--- src/rtl/mul_pkg.sv ---
// Shared types and elaboration helpers for the sequential shift-add multiplier.
// Holds the controller state encoding, the iteration-counter width and the WIDTH legality check.
package mul_pkg;

  typedef enum logic [2:0] {
    ST_IDLE = 3'd0,
    ST_LOAD = 3'd1,
    ST_CALC = 3'd2,
    ST_FIX  = 3'd3,
    ST_DONE = 3'd4
  } state_t;

  // The counter must hold the value WIDTH itself, hence WIDTH+1 codes.
  function automatic int cnt_w(input int w);
    return $clog2(w + 1);
  endfunction

  function automatic bit width_legal(input int w);
    return (w >= 2);
  endfunction

endpackage

--- src/rtl/mul_fsm.sv ---
// Controller for seq_multiplier: state register, iteration counter and datapath strobes.
// Status from the datapath is the remaining-multiplier zero flag and its LSB.
module mul_fsm
  import mul_pkg::*;
#(
  parameter int WIDTH = 8
) (
  input  logic clk,
  input  logic rst,
  input  logic start,
  input  logic b_zero,
  input  logic b_lsb,
  output logic load,
  output logic clr_acc,
  output logic shift,
  output logic add_en,
  output logic write_product,
  output logic done,
  output logic busy
);

  localparam int CW = cnt_w(WIDTH);

  state_t          r_state;
  state_t          w_state_nxt;
  logic [CW-1:0]   r_count;
  logic [CW-1:0]   w_count_nxt;

  always_ff @(posedge clk or posedge rst) begin
    if (rst) begin
      r_state <= ST_IDLE;
      r_count <= '0;
    end else begin
      r_state <= w_state_nxt;
      r_count <= w_count_nxt;
    end
  end

  always_comb begin
    w_state_nxt   = r_state;
    w_count_nxt   = r_count;
    load          = 1'b0;
    clr_acc       = 1'b0;
    shift         = 1'b0;
    add_en        = 1'b0;
    write_product = 1'b0;
    done          = 1'b0;
    busy          = 1'b0;
    case (r_state)
      ST_IDLE: begin
        if (start) begin
          load        = 1'b1;
          w_state_nxt = ST_LOAD;
        end
      end
      ST_LOAD: begin
        busy        = 1'b1;
        clr_acc     = 1'b1;
        w_count_nxt = CW'(WIDTH);
        w_state_nxt = ST_CALC;
      end
      ST_CALC: begin
        busy = 1'b1;
        // Early exit as soon as no multiplier bits remain; the exit cycle does no add.
        if (b_zero || (r_count == '0)) begin
          w_state_nxt = ST_FIX;
        end else begin
          shift       = 1'b1;
          add_en      = b_lsb;
          w_count_nxt = r_count - CW'(1);
        end
      end
      ST_FIX: begin
        busy          = 1'b1;
        write_product = 1'b1;
        w_state_nxt   = ST_DONE;
      end
      ST_DONE: begin
        done = 1'b1;
        if (start) begin
          load        = 1'b1;
          w_state_nxt = ST_LOAD;
        end else begin
          w_state_nxt = ST_IDLE;
        end
      end
      default: begin
        w_state_nxt = ST_IDLE;
        w_count_nxt = '0;
      end
    endcase
  end

endmodule

--- src/rtl/seq_multiplier.sv ---
// Sequential shift-add multiplier, signed or unsigned, with early termination on the multiplier.
// Works on magnitudes and applies the sign once at the end; start/busy/done handshake.
module seq_multiplier
  import mul_pkg::*;
#(
  parameter int WIDTH = 8
) (
  input  logic                 clk,
  input  logic                 rst,
  input  logic                 start,
  input  logic                 signed_mode,
  input  logic [WIDTH-1:0]     a_in,
  input  logic [WIDTH-1:0]     b_in,
  output logic                 busy,
  output logic                 done,
  output logic [2*WIDTH-1:0]   product
);

  localparam int PW = 2 * WIDTH;

  generate
    if (!width_legal(WIDTH)) begin : g_width_check
      $error("seq_multiplier: WIDTH must be at least 2");
    end
  endgenerate

  // Two's-complement magnitude; the most negative value maps onto its unsigned image.
  function automatic logic [WIDTH-1:0] magnitude(input logic [WIDTH-1:0] v, input logic sgn);
    logic [WIDTH-1:0] neg_v;
    neg_v = ~v + {{(WIDTH-1){1'b0}}, 1'b1};
    return (sgn && v[WIDTH-1]) ? neg_v : v;
  endfunction

  function automatic logic [PW-1:0] apply_sign(input logic [PW-1:0] v, input logic neg);
    logic [PW-1:0] neg_v;
    neg_v = ~v + {{(PW-1){1'b0}}, 1'b1};
    return neg ? neg_v : v;
  endfunction

  logic [WIDTH-1:0] r_a_op;
  logic [WIDTH-1:0] r_b_op;
  logic             r_sgn;
  logic             r_neg;
  logic [PW-1:0]    r_a_sh;
  logic [WIDTH-1:0] r_b_sh;
  logic [PW-1:0]    r_acc;
  logic [PW-1:0]    r_product;

  logic w_load;
  logic w_clr_acc;
  logic w_shift;
  logic w_add_en;
  logic w_write_product;
  logic w_b_zero;
  logic w_b_lsb;
  logic w_done;
  logic w_busy;

  assign w_b_zero = (r_b_sh == '0);
  assign w_b_lsb  = r_b_sh[0];

  mul_fsm #(
    .WIDTH(WIDTH)
  ) u_fsm (
    .clk           (clk),
    .rst           (rst),
    .start         (start),
    .b_zero        (w_b_zero),
    .b_lsb         (w_b_lsb),
    .load          (w_load),
    .clr_acc       (w_clr_acc),
    .shift         (w_shift),
    .add_en        (w_add_en),
    .write_product (w_write_product),
    .done          (w_done),
    .busy          (w_busy)
  );

  // Operands are frozen on the accepting edge; later input changes are invisible.
  always_ff @(posedge clk or posedge rst) begin
    if (rst) begin
      r_a_op <= '0;
      r_b_op <= '0;
      r_sgn  <= 1'b0;
    end else if (w_load) begin
      r_a_op <= a_in;
      r_b_op <= b_in;
      r_sgn  <= signed_mode;
    end
  end

  always_ff @(posedge clk or posedge rst) begin
    if (rst) begin
      r_a_sh <= '0;
      r_b_sh <= '0;
      r_neg  <= 1'b0;
    end else if (w_clr_acc) begin
      r_a_sh <= {{WIDTH{1'b0}}, magnitude(r_a_op, r_sgn)};
      r_b_sh <= magnitude(r_b_op, r_sgn);
      r_neg  <= r_sgn & (r_a_op[WIDTH-1] ^ r_b_op[WIDTH-1]);
    end else if (w_shift) begin
      r_a_sh <= r_a_sh << 1;
      r_b_sh <= r_b_sh >> 1;
    end
  end

  // Magnitude product is below 2^PW, so the accumulator never wraps.
  always_ff @(posedge clk or posedge rst) begin
    if (rst) begin
      r_acc <= '0;
    end else if (w_clr_acc) begin
      r_acc <= '0;
    end else if (w_shift && w_add_en) begin
      r_acc <= r_acc + r_a_sh;
    end
  end

  always_ff @(posedge clk or posedge rst) begin
    if (rst) begin
      r_product <= '0;
    end else if (w_write_product) begin
      r_product <= apply_sign(r_acc, r_neg);
    end
  end

  assign product = r_product;
  assign done    = w_done;
  assign busy    = w_busy;

endmodule

--- config.mk ---
export PLATFORM = sky130hd
export DESIGN_NAME = seq_multiplier
export DESIGN_NICKNAME = d
export VERILOG_FILES = /design/src/rtl/mul_pkg.sv /design/src/rtl/mul_fsm.sv /design/src/rtl/seq_multiplier.sv
export SDC_FILE = /design/constraint.sdc
export NUM_CORES = 1
export LEC_CHECK = 0
export ABC_AREA = 1
export BUFFER_PORTS_ARGS = -buffer_cell sky130_fd_sc_hd__buf_4
export CAP_MARGIN = 25
export CORE_ASPECT_RATIO = 0.75
export CORE_MARGIN = 3
export CORE_UTILIZATION = 45
export CTS_CLUSTER_DIAMETER = 40
export CTS_CLUSTER_SIZE = 8
export DETAILED_ROUTE_END_ITERATION = 12
export GPL_TIMING_DRIVEN = 0
export PLACE_DENSITY = 0.74
export SYNTH_ARGS = -nofsm -noshare
export SYNTH_HDL_FRONTEND = slang
export SYNTH_SLANG_ARGS = --single-unit
--- constraint.sdc ---
create_clock -name clk -period 4.4 [get_ports clk]
set_clock_uncertainty 0.05 [all_clocks]
set_input_delay 0.66 -clock clk [delete_from_list [all_inputs] [get_ports clk]]
set_output_delay 0.66 -clock clk [all_outputs]
set_load 0.1 [all_outputs]
Yosys cells after proc, flatten, opt, wreduce, memory -nomap -nowiden. Cells that the tools add are included.

Register bits after elaboration: 81. Bits of input ports: 20. Output and inout bits: 18. Logic and storage cells: 67.

$add $sub $neg: 5. Eq/ne operators: 7. Muxes and demuxes: 25. Bitwise operators: 6. Reduce and logical (&&, ||, !) cells: 14.

Operator list (number): $mux 16 (5); $mux 8 (4); $add 16x1->16 const B (1); $add 16x16->16 (1); $add 8x1->8 const B (2); $not 16->16 (1); $not 8->8 (2); $pmux 3 s5 (1); $pmux 4 s3 (1); $mux 1 (11); $logic_not 8->1 (1); $eq 3x2->1 const B (2); $mux 3 (2); $reduce_or 3->1 (2); $logic_not 4->1 (1); $mux 4 (1); $ne 2x2->1 const B (2); $reduce_and 2->1 (2); $reduce_bool 2->1 (2); $sub 4x1->4 const B (1); $eq 3x1->1 const B (1); $eq 3x3->1 const B (1); $logic_and 1x1->1 (3); $logic_not 3->1 (1); 6 further kinds (6).

Longest topological paths before layout. Gate-level depths: netlist (run 1).

Depth in word-level cells: 7. Mapped depth: 11. Depth with buffers taken out: 11.

Modules after synthesis. From an unflattened synthesis (run 1), not the netlist that was laid out.

Cell total of the unflattened synthesis: 683. Area total of the unflattened synthesis: 4968.5 µm².

By module, submodules not included: seq_multiplier (instances 1, cells each 620, area each 4485.6 µm², sequential area each 1851.8 µm²); mul_fsm (instances 1, cells each 63, area each 483.0 µm², sequential area each 175.2 µm²).

Worst setup path after synthesis (run 1). OpenSTA, ideal clock, no wires.

Path kind: reg2out. From: reg u_fsm.r_state[0]. To: out done. Arrival time: 1.861 ns. Data required time: 3.690 ns. Path slack: 1.829 ns. Cell stages (with the launch flop): 4. Buffers on the path: 0. Cells stage by stage: dfrtp_1 -> nor2_1 -> inv_1 -> nor2_1.

Longest elaborated chain between the ends: 2.

Ends and longest elaborated chain: start: declaration (line mul_fsm.sv:24) `state_t r_state;`; start signal: assignment (line mul_fsm.sv:34) `r_state <= w_state_nxt;`; $eq 3x3->1 (line mul_fsm.sv:49) `case (r_state)`; $mux 1 (line mul_fsm.sv:49); end: declaration (line seq_multiplier.sv:15) `output logic done,`.

Every way passes these cells.

Final worst setup path (run 1). Ends and elaborated chain as after synthesis.

==> run_results.csv, run 1 <==
group,metric,value,unit
outcome,status,"completed",
worst_setup_path,worstSetupPathType,"reg2out",
synthesis,syn_area,4960,um2
route,drc_errors,0,
floorplan,row_count,32,
worst_setup_path,cp.arrival,1.39,ns
power,p_leak,3.15,nW
finish,layout_commonest_cell,"nand2_1",
synthesis,syn_avg_cell_area,7.16,um2
place,dpl.hpwl,9.47,mm
synthesis,synthSimpleGateAreaFrac,32.6,%
timing,rsz0062_at_grt,"no",
synthesis,ys_seq_area_share,40.8,%
synthesis,synth-compound-area-share,9.13,%
timing,fin_setup_tns,0,ns
floorplan,initial_core_util,47.1,%
synthesis,synth_nets,733,
route,drt_iter0_markers,318,
cts,clkTransAtPathRegs,0.07,ns
timing,max_slew_margin,56.5,%
flow_run,drv_cap,0,
power,ir_worst_vdd,0.348,mV
timing,hold_viol_final,0,
synthesis,yosys_warnings,0,
cts,postCtsResizedCells,0,
global_routing,grt_pass1_wl,21.0,mm
global_routing,grt_max_degree,65,
synthesis,ys_types,32,
finish,antenna_cells,0,
floorplan,die_h,97.0,um
place,place_congestion,0.864,
synthesis,synth_seq_cells,81,
cts,cts_hold_buffers,0,
global_routing,overflow,0,
finish,seq_area,2030,um2
synthesis,synth-adder-area-share,5.19,%
timing,drv_slew,0,
cts,clock-sinks,81,
worst_setup_path,r2r_end,"r_acc[12]",
cts,insertion_delay,0.34,ns
route,vias,4639,
synthesis,synth_top_family_by_area,"simple AND/OR/NAND/NOR gates",
finish,fillers,1025,
route,viasPerCell,5.25,
timing,fmax,476,MHz
worst_setup_path,critPathRequiredTime,3.69,ns
synthesis,synthMuxAreaShare,0.227,%
synthesis,synth_top_area_share,40.8,%
synthesis,synth_area_leader_cell,"dfrtp_1",
route,wl_per_cell,14.1,um
global_routing,antenna_found_initial,0,
place,port_buffers,37,
timing,setup_viol,0,
worst_setup_path,cp_max_fo,3,
timing,worst_slew_pin_slew,0.653,ns
worst_setup_path,r2r_slack,2.44,ns
floorplan,die-area,12300,um2
finish,final_cell_mix,"215 x nand2_1, 90 x inv_1, 86 x nand3_1, 81 x dfrtp_1, 53 x nor2_1",
floorplan,ios,38,
worst_setup_path,r2r_start,"r_acc[0]",
synthesis,postSynthCellCount,693,
power,power_density,760,nW/um2
cts,cts_root_buffer,"clkbuf_16",
finish,drive_above_1_share,11.5,%
finish,final_net_count,782,
timing,period_share,47.8,%
finish,multiInputGateArea,2470,um2
cts,numCtsBuffers,9,
worst_setup_path,worstSetupStartpointType,"flip-flop",
worst_hold_path,holdCritPathClass,"in2async",
worst_setup_path,worstSetupEndpointType,"output pin",
timing,post-route-min-period,2.10,ns
floorplan,die_x,127,um
cts,cts.htree.levels,3,
worst_setup_path,r2r_cells,9,
cts,clock_path_buffers,2,
cts,postCtsSetupBuffers,0,
floorplan,core_area,10500,um2
route,wirelength,12.4,mm
route,postRouteAntennaNets,0,
route,dr.pass1.iters,6,
worst_setup_path,crit_start,"u_fsm.r_state[0]",
cts,cts_tree,"yes",
timing,hold-worst-slack,0.200,ns
global_routing,first_global_vias,4377,
synthesis,ys_top_cells_by_area,"dfrtp_1 41%, nand2_1 16%, nand3_1 8.7%",
finish,area_delta_synth_final,16.5,%
synthesis,synth_xor_area_share,2.65,%
global_routing,grt.total_usage,21.0,%
[through the flow]
| step | instance area [um2] | utilization, % | power (mW) | setup slack [ns] | std cells |
|---|---|---|---|---|---|
| after global routing | 5780 | 54.9 | 4.74 | 2.20 | 883 |
| after CTS | 5780 | 54.9 | 4.40 | 2.29 | 883 |
| after global placement | 5410 | 51.4 | 3.44 | 0.655 | 866 |
| after detailed placement | 5440 | 51.7 | 3.51 | 2.49 | 867 |
| final | 5780 | 54.9 | 4.40 | 2.30 | 883 |
| after floorplan | 4960 | - | 2.96 | 1.61 | 693 |
[cells by family after synthesis]
group / after synthesis
AOI/OAI and AO/OA: 83
adders and majority gates: 20
muxes: 1
buffers and inverters: 113
xor gates and xnor gates: 15
DFF: 81
and+or+nand+nor: 380
[registers in the layout (all words and copies together) (netlist names)]
name,flops
r_b_sh,8
r_b_op,8
r_a_sh,16
product,16
r_a_op,8
u_fsm.r_state,3
u_fsm.r_count,4
r_acc,16
r_sgn,1
r_neg,1
[cell usage after synthesis]
library cell and count:
xor2_1 7, or2_2 3, nand2_2 3, buf_6 2
o211ai_2 3, o21ai_1 13, nand3_2 2, buf_2 10
nor2_1 53, a21oi_1 26, o22ai_1 1, a21o_1 1
nand4_1 3, mux2_2 1, nand2_1 215, inv_1 91
inv_2 3, nand3_4 1, xnor2_1 8, dfrtp_1 81
o31ai_1 1, nand3b_1 3, o211ai_1 3, nor3_1 9
nand3_1 86, buf_8 1, fa_1 1, o21ai_0 34
a31oi_1 1, nor2_4 2, clkbuf_1 6, ha_1 19
[how the worst max path moves through the flow]
stage | to | slack, ns | depth (start not counted)
2_1_floorplan | product[0] | 1.61 | 1
3_3_place_gp | r_acc[5] | 0.65 | 2
3_5_place_dp | r_acc[12] | 2.49 | 8
4_1_cts | done | 2.29 | 4
5_1_grt | done | 2.20 | 4
6_report | done | 2.30 | 4
[worst max-delay path, stage by stage, from the launching register on]
cell     delay (ns)
dfrtp_1        0.40
nor2_1         0.17
inv_1          0.09
nor2_1         0.09
buf_4          0.29
[area by class of cell]
class / count / share of cell area [%]
Multi-Input combinational cell: 499 / 42.8
Sequential cell: 81 / 35.0
Inverter: 94 / 6.14
Timing Repair Buffer: 38 / 5.28
Clock buffer: 9 / 3.89
Tap cell: 136 / 2.94
Clock inverter: 7 / 2.03
Buffer: 19 / 1.90
[power breakdown]
part | switching [mW] | total (mW) | internal (mW)
combinational | 1.60 | 2.31 | 0.710
sequential | 0.219 | 1.22 | 1.00
clock | 0.311 | 0.867 | 0.555
[layer usage]
metal	track usage (%)	wire, um	vias up
met5	0	0	-
met4	6.92	148	0
met3	4.97	1090	11
met2	29.7	5190	155
met1	31.3	5980	2157
li1	-	-	2316
(Power assumes the default switching activity.)
==> run 2: changes to the inputs <==
- PLACE_DENSITY: 0.74 -> 0.76
- clock period: 4.4 -> 1.7 ns (I/O delays scaled with it)
==> run 2 against run 1 <==
- the flow now finishes with violations (negative setup slack)
- final area increased by 7.3%
- routed wire length increased by 9.7%
- combinational power increased to 2.9 times the previous value
- largest power group unchanged
- register-to-register slack got worse by 2.5 ns
- total power increased to 2.7 times the previous value
- via count increased by 4.6%
==> run_results.csv, run 2 (synthesis results as in run 1) <==
group,metric,value,unit
timing,worst_slack,-0.0388,ns
worst_hold_path,holdCritPathClass,"in2reg",
route,drc_errors,0,
finish,final_cell_mix,"209 x nand2_1, 85 x inv_1, 78 x nand3_1, 66 x dfrtp_1, 52 x buf_4",
global_routing,grt_pass1_wl,22.0,mm
floorplan,core_area,10500,um2
finish,stdcell_count,901,
worst_setup_path,cpPeakStageDelay,0.45,ns
global_routing,grt.total_usage,21.9,%
worst_setup_path,worstSetupPathType,"reg2reg",
finish,layout_commonest_cell,"nand2_1",
floorplan,row_count,32,
power,total_power,11.9,mW
route,vias,4854,
worst_setup_path,worstSetupStartpointType,"flip-flop",
floorplan,ios,38,
worst_setup_path,slowest_stage,"dfrtp_2",
cts,clock_path_buffers,2,
worst_setup_path,crit_chain,"ha_4 > fa_2 > nand3_2 > nand3_4 > buf_4 > xnor2_1 > o21ai_1",
power,ir_worst_vdd,0.893,mV
global_routing,top_usage_layer,"met2",
worst_setup_path,worstSetupEndpointType,"flip-flop",
cts,insertion_delay,0.35,ns
finish,antenna_cells,0,
finish,area_delta_synth_final,25.0,%
worst_setup_path,cp_max_fo,3,
global_routing,grt_max_degree,42,
cts,clock-sinks,81,
flow_run,drv_cap,0,
worst_setup_path,cp.arrival,1.92,ns
floorplan,die-area,12300,um2
floorplan,die_h,97.0,um
route,wl_per_cell,15.1,um
route,wirelength,13.6,mm
route,drt_iter0_markers,531,
power,p_leak,3.21,nW
outcome,violations,"negative setup slack",
timing,hold-worst-slack,0.0911,ns
timing,period_share,102,%
route,dr.pass1.iters,5,
finish,drive_above_1_share,21.2,%
timing,hold_viol_final,0,
cts,numCtsBuffers,9,
place,place_congestion,0.896,
floorplan,initial_core_util,47.1,%
timing,fin_setup_tns,-0.100,ns
global_routing,use_met2,32.9,%
timing,post-route-min-period,1.74,ns
place,dpl.cell_count,867,
floorplan,die_x,127,um
timing,rsz0062_at_grt,"yes",
route,viasPerCell,5.39,
cts,cts_root_buffer,"clkbuf_16",
global_routing,antenna_found_initial,0,
global_routing,use_met3,5.52,%
place,port_buffers,37,
global_routing,overflow,0,
timing,max_slew_margin,55.8,%
global_routing,first_global_vias,4583,
cts,cts.htree.levels,3,
cts,clkTransAtPathRegs,0.06,ns
worst_setup_path,critPathRequiredTime,1.88,ns
place,dpl.hpwl,9.74,mm
timing,setup_viol,4,
cts,cts_tree,"yes",
global_routing,grt_util_met1,32.0,%
timing,fmax,575,MHz
outcome,status,"finished, violations left",
timing,drv_slew,0,
route,postRouteAntennaNets,0,
power,power_density,1920,nW/um2
timing,worst_slew_pin_slew,0.662,ns
finish,final_net_count,800,
==> run 2: changes by cell type in the layout (fill, tap and decap cells not counted), sizes merged <==
cell and delta:
buf +16, bufinv -3, clkinvlp +2, clkbuf +1
clkinv +1, dlygate4sd3 +1
==> run 2: power breakdown <==
group | switching, mW | internal [mW] | leakage, nW | total [mW]
logic | 4.49 | 2.32 | 2.06 | 6.80
registers | 0.637 | 2.61 | 1.01 | 3.25
clock network | 0.838 | 1.00 | 0.138 | 1.84
==> run 2: worst paths after layout <==
check | cells past startpoint | slack (ns) | to | from
worst max-delay path | 7 | -0.04 | r_acc[4] | r_acc[0]
worst min register to register | 2 | 0.43 | product[15] | product[15]
min in group asynchronous | 3 | 0.29 | u_fsm.r_count[2] | rst
worst min-delay path | 2 | 0.09 | r_b_op[7] | b_in[7]
max in group asynchronous | 5 | 0.60 | r_acc[1] | rst
worst max register to register | 7 | -0.04 | r_acc[4] | r_acc[0]
==> run 2: layout make-up <==
cell class	count	area, um2
repair buffers	56	460
clock buffers	9	225
inverters	94	357
multi-input cells	499	2770
well taps	136	170
fillers	908	4330
clock inverters	7	55.1
plain buffers	19	126
flip-flops and latches	81	2050
==> run 2: worst max-delay path: cells and delay by family, from the launching register on <==
family | cells | cell delay [ns]
xor gates and xnor gates | 1 | 0.14
AOI/OAI and AO/OA | 1 | 0.08
adders and majority gates | 2 | 0.57
buffers and inverters | 1 | 0.15
DFF | 1 | 0.45
and+or+nand+nor | 2 | 0.18
==> run 2: layer usage <==
metal  part of all wire, %  vias to the layer above
li1                      -                     2352
met1                    46                     2290
met2                    45                      192
met3                   7.9                       20
met4                   1.3                        0
met5                     0                        -
==> run 2: timing repair <==
item / in CTS / in global routing
gates resized for setup: 32 / 44
buffers inserted: 3 / 13
hold buffers: 0 / 1
hold endpoints to repair: 0 / 40
setup endpoints to repair: 19 / 57
pin swaps: 1 / 11
==> run 2: per-stage QoR <==
step / setup slack [ns] / utilization, % / cell area, um2
floorplan: 0.0228 / - / 4980
global placement: -0.222 / 51.5 / 5430
detailed placement: -0.215 / 51.7 / 5450
CTS: -0.00179 / 56.5 / 5950
global route: -0.115 / 58.9 / 6200
finish: -0.0388 / 58.9 / 6200
==> run 3: changes to the inputs <==
- BUFFER_PORTS_ARGS: -buffer_cell sky130_fd_sc_hd__buf_4 -> -buffer_cell sky130_fd_sc_hd__buf_2
- CTS_CLUSTER_DIAMETER: 40 -> unset
==> run 3 against run 2 <==
- die area unchanged
- final area increased by 0.93%
- critical path depth increased by 2
- maximum frequency increased by 0.12%
- the flow still finishes with violations (negative setup slack)
- routed wire length increased by 1.0%
- utilization increased by 0.55 points
- critical path type unchanged
- largest power group unchanged
- hold slack got worse by 0.0019 ns
- final cell count increased by 0.11%
- sequential power decreased by 2%
- sequential cell count unchanged
- combinational power about the same
- worst setup slack improved by 0.0021 ns
==> run_results.csv, run 3 (synthesis results as in run 1) <==
group,metric,value,unit
route,postRouteAntennaNets,0,
finish,fin_area,6260,um2
cts,clock_path_buffers,2,
finish,drive_above_1_share,22.5,%
finish,area_delta_synth_final,26.2,%
route,dr.pass1.iters,5,
flow_run,drv_cap,0,
worst_hold_path,holdCritPathClass,"in2reg",
timing,period_share,102,%
outcome,status,"finished, violations left",
global_routing,antenna_found_initial,0,
cts,numCtsBuffers,9,
timing,drv_slew,0,
worst_setup_path,worstSetupEndpointType,"flip-flop",
power,p_sw,5.92,mW
power,p_leak,3.27,nW
timing,hold-worst-slack,0.0891,ns
power,total_power,12.4,mW
timing,worst_slack,-0.0367,ns
route,drt_iter0_markers,422,
worst_setup_path,crit_start,"r_acc[0]",
worst_hold_path,hold_start,"b_in[7]",
timing,rsz0062_at_grt,"yes",
floorplan,die_h,97.0,um
floorplan,core_area,10500,um2
global_routing,grt_pass1_wl,22.2,mm
timing,fmax,576,MHz
global_routing,first_global_vias,4554,
outcome,violations,"negative setup slack",
power,p_int,6.47,mW
floorplan,die_x,127,um
place,dpl.hpwl,9.52,mm
worst_setup_path,r2r_start,"r_acc[0]",
power,power_density,1980,nW/um2
cts,cts_tree,"yes",
place,pre_cts_slack,-0.223,ns
floorplan,row_count,32,
global_routing,grt.total_usage,22.3,%
power,netSwitchingFraction,47.8,%
global_routing,overflow,0,
floorplan,die-area,12300,um2
worst_setup_path,worstSetupStartpointType,"flip-flop",
cts,clkTransAtPathRegs,0.06,ns
finish,fillers,882,
timing,worst_slew_pin_slew,0.658,ns
timing,max_slew_margin,56.1,%
route,viasPerCell,5.34,
finish,antenna_cells,0,
cts,clock-sinks,81,
place,port_buffers,37,
place,place_congestion,0.907,
finish,final_cell_mix,"207 x nand2_1, 87 x inv_1, 77 x nand3_1, 67 x dfrtp_1, 44 x nor2_1",
route,wl_per_cell,15.2,um
timing,hold_viol_final,0,
route,wirelength,13.8,mm
power,p_seq_share,25.8,%
power,combPwrFrac,54.8,%
worst_setup_path,critPathRequiredTime,1.91,ns
cts,cts_root_buffer,"clkbuf_16",
worst_setup_path,worstSetupPathType,"reg2reg",
finish,final_net_count,802,
finish,final_util,59.5,%
floorplan,initial_core_util,47.1,%
power,ir_worst_vdd,0.835,mV
global_routing,grt_max_degree,43,
finish,layout_commonest_cell,"nand2_1",
power,power_frac_clock,19.4,%
worst_setup_path,cp.arrival,1.95,ns
worst_setup_path,cp_max_fo,3,
cts,insertion_delay,0.35,ns
place,postPlaceCellArea,5350,um2
route,vias,4816,
timing,post-route-min-period,1.74,ns
cts,cts.htree.levels,3,
floorplan,ios,38,
route,drc_errors,0,
timing,setup_viol,1,
[run 3: cell type report]
class / instances / area, um2 / share of cell area [%]
Clock buffer: 10 / 239 / 3.82
Multi-Input combinational cell: 499 / 2810 / 44.9
Buffer: 19 / 126 / 2.02
Timing Repair Buffer: 58 / 385 / 6.15
Clock inverter: 5 / 128 / 2.04
Inverter: 94 / 359 / 5.73
Sequential cell: 81 / 2040 / 32.6
Tap cell: 136 / 170 / 2.72
[run 3: final timing paths]
check                              endpoint  slack, ns  cells past startpoint
max in group asynchronous          r_acc[3]       0.41                      5
min in group asynchronous  u_fsm.r_count[2]       0.41                      3
min reg2reg                     product[12]       0.43                      2
max reg2reg                        r_acc[8]      -0.04                      9
min                               r_b_op[7]       0.09                      2
max                                r_acc[8]      -0.04                      9
[run 3: power by group through the flow]
stage / Clock (mW) / Combinational [mW] / Sequential (mW)
after floorplan: 0 / 3.91 / 3.78
after global placement: 0 / 5.69 / 3.14
after detailed placement: 0 / 5.86 / 3.16
after CTS: 2.42 / 6.20 / 3.17
after global routing: 2.51 / 7.48 / 3.26
final: 2.41 / 6.79 / 3.20
[run 3: worst max-delay path, cell delays in order, from the launching register on]
cell and delay, ns:
dfrtp_1 0.40, ha_2 0.20, fa_2 0.37, nand3_2 0.10
nand3_4 0.09, nand2_2 0.08, nand3_2 0.07, nand2_1 0.06
nand2_1 0.07, o21ai_1 0.17
[run 3: metrics by stage]
step                cells  TNS [ns]
floorplan             693         0
global placement      866     -9.11
detailed placement    867     -1.51
CTS                   886   -0.0305
global route          902    -0.914
finish                902   -0.0367
[run 3: metal layers]
layer,routed length (um),share of wire (%),vias up,GRT usage (%)
met5,0,0,-,0
met4,208,1.5,0,6.10
met3,1090,7.9,23,5.46
met2,6060,44,177,33.0
met1,6390,46,2257,32.4
li1,-,-,2359,-
[run 3: repair_timing]
item,CTS,global route
resized for setup,33,56
endpoints found under the hold margin,0,18
buffers inserted,4,13
hold buffers,0,1
pin swaps,4,8
gates cloned,0,1
setup endpoints to repair,17,54
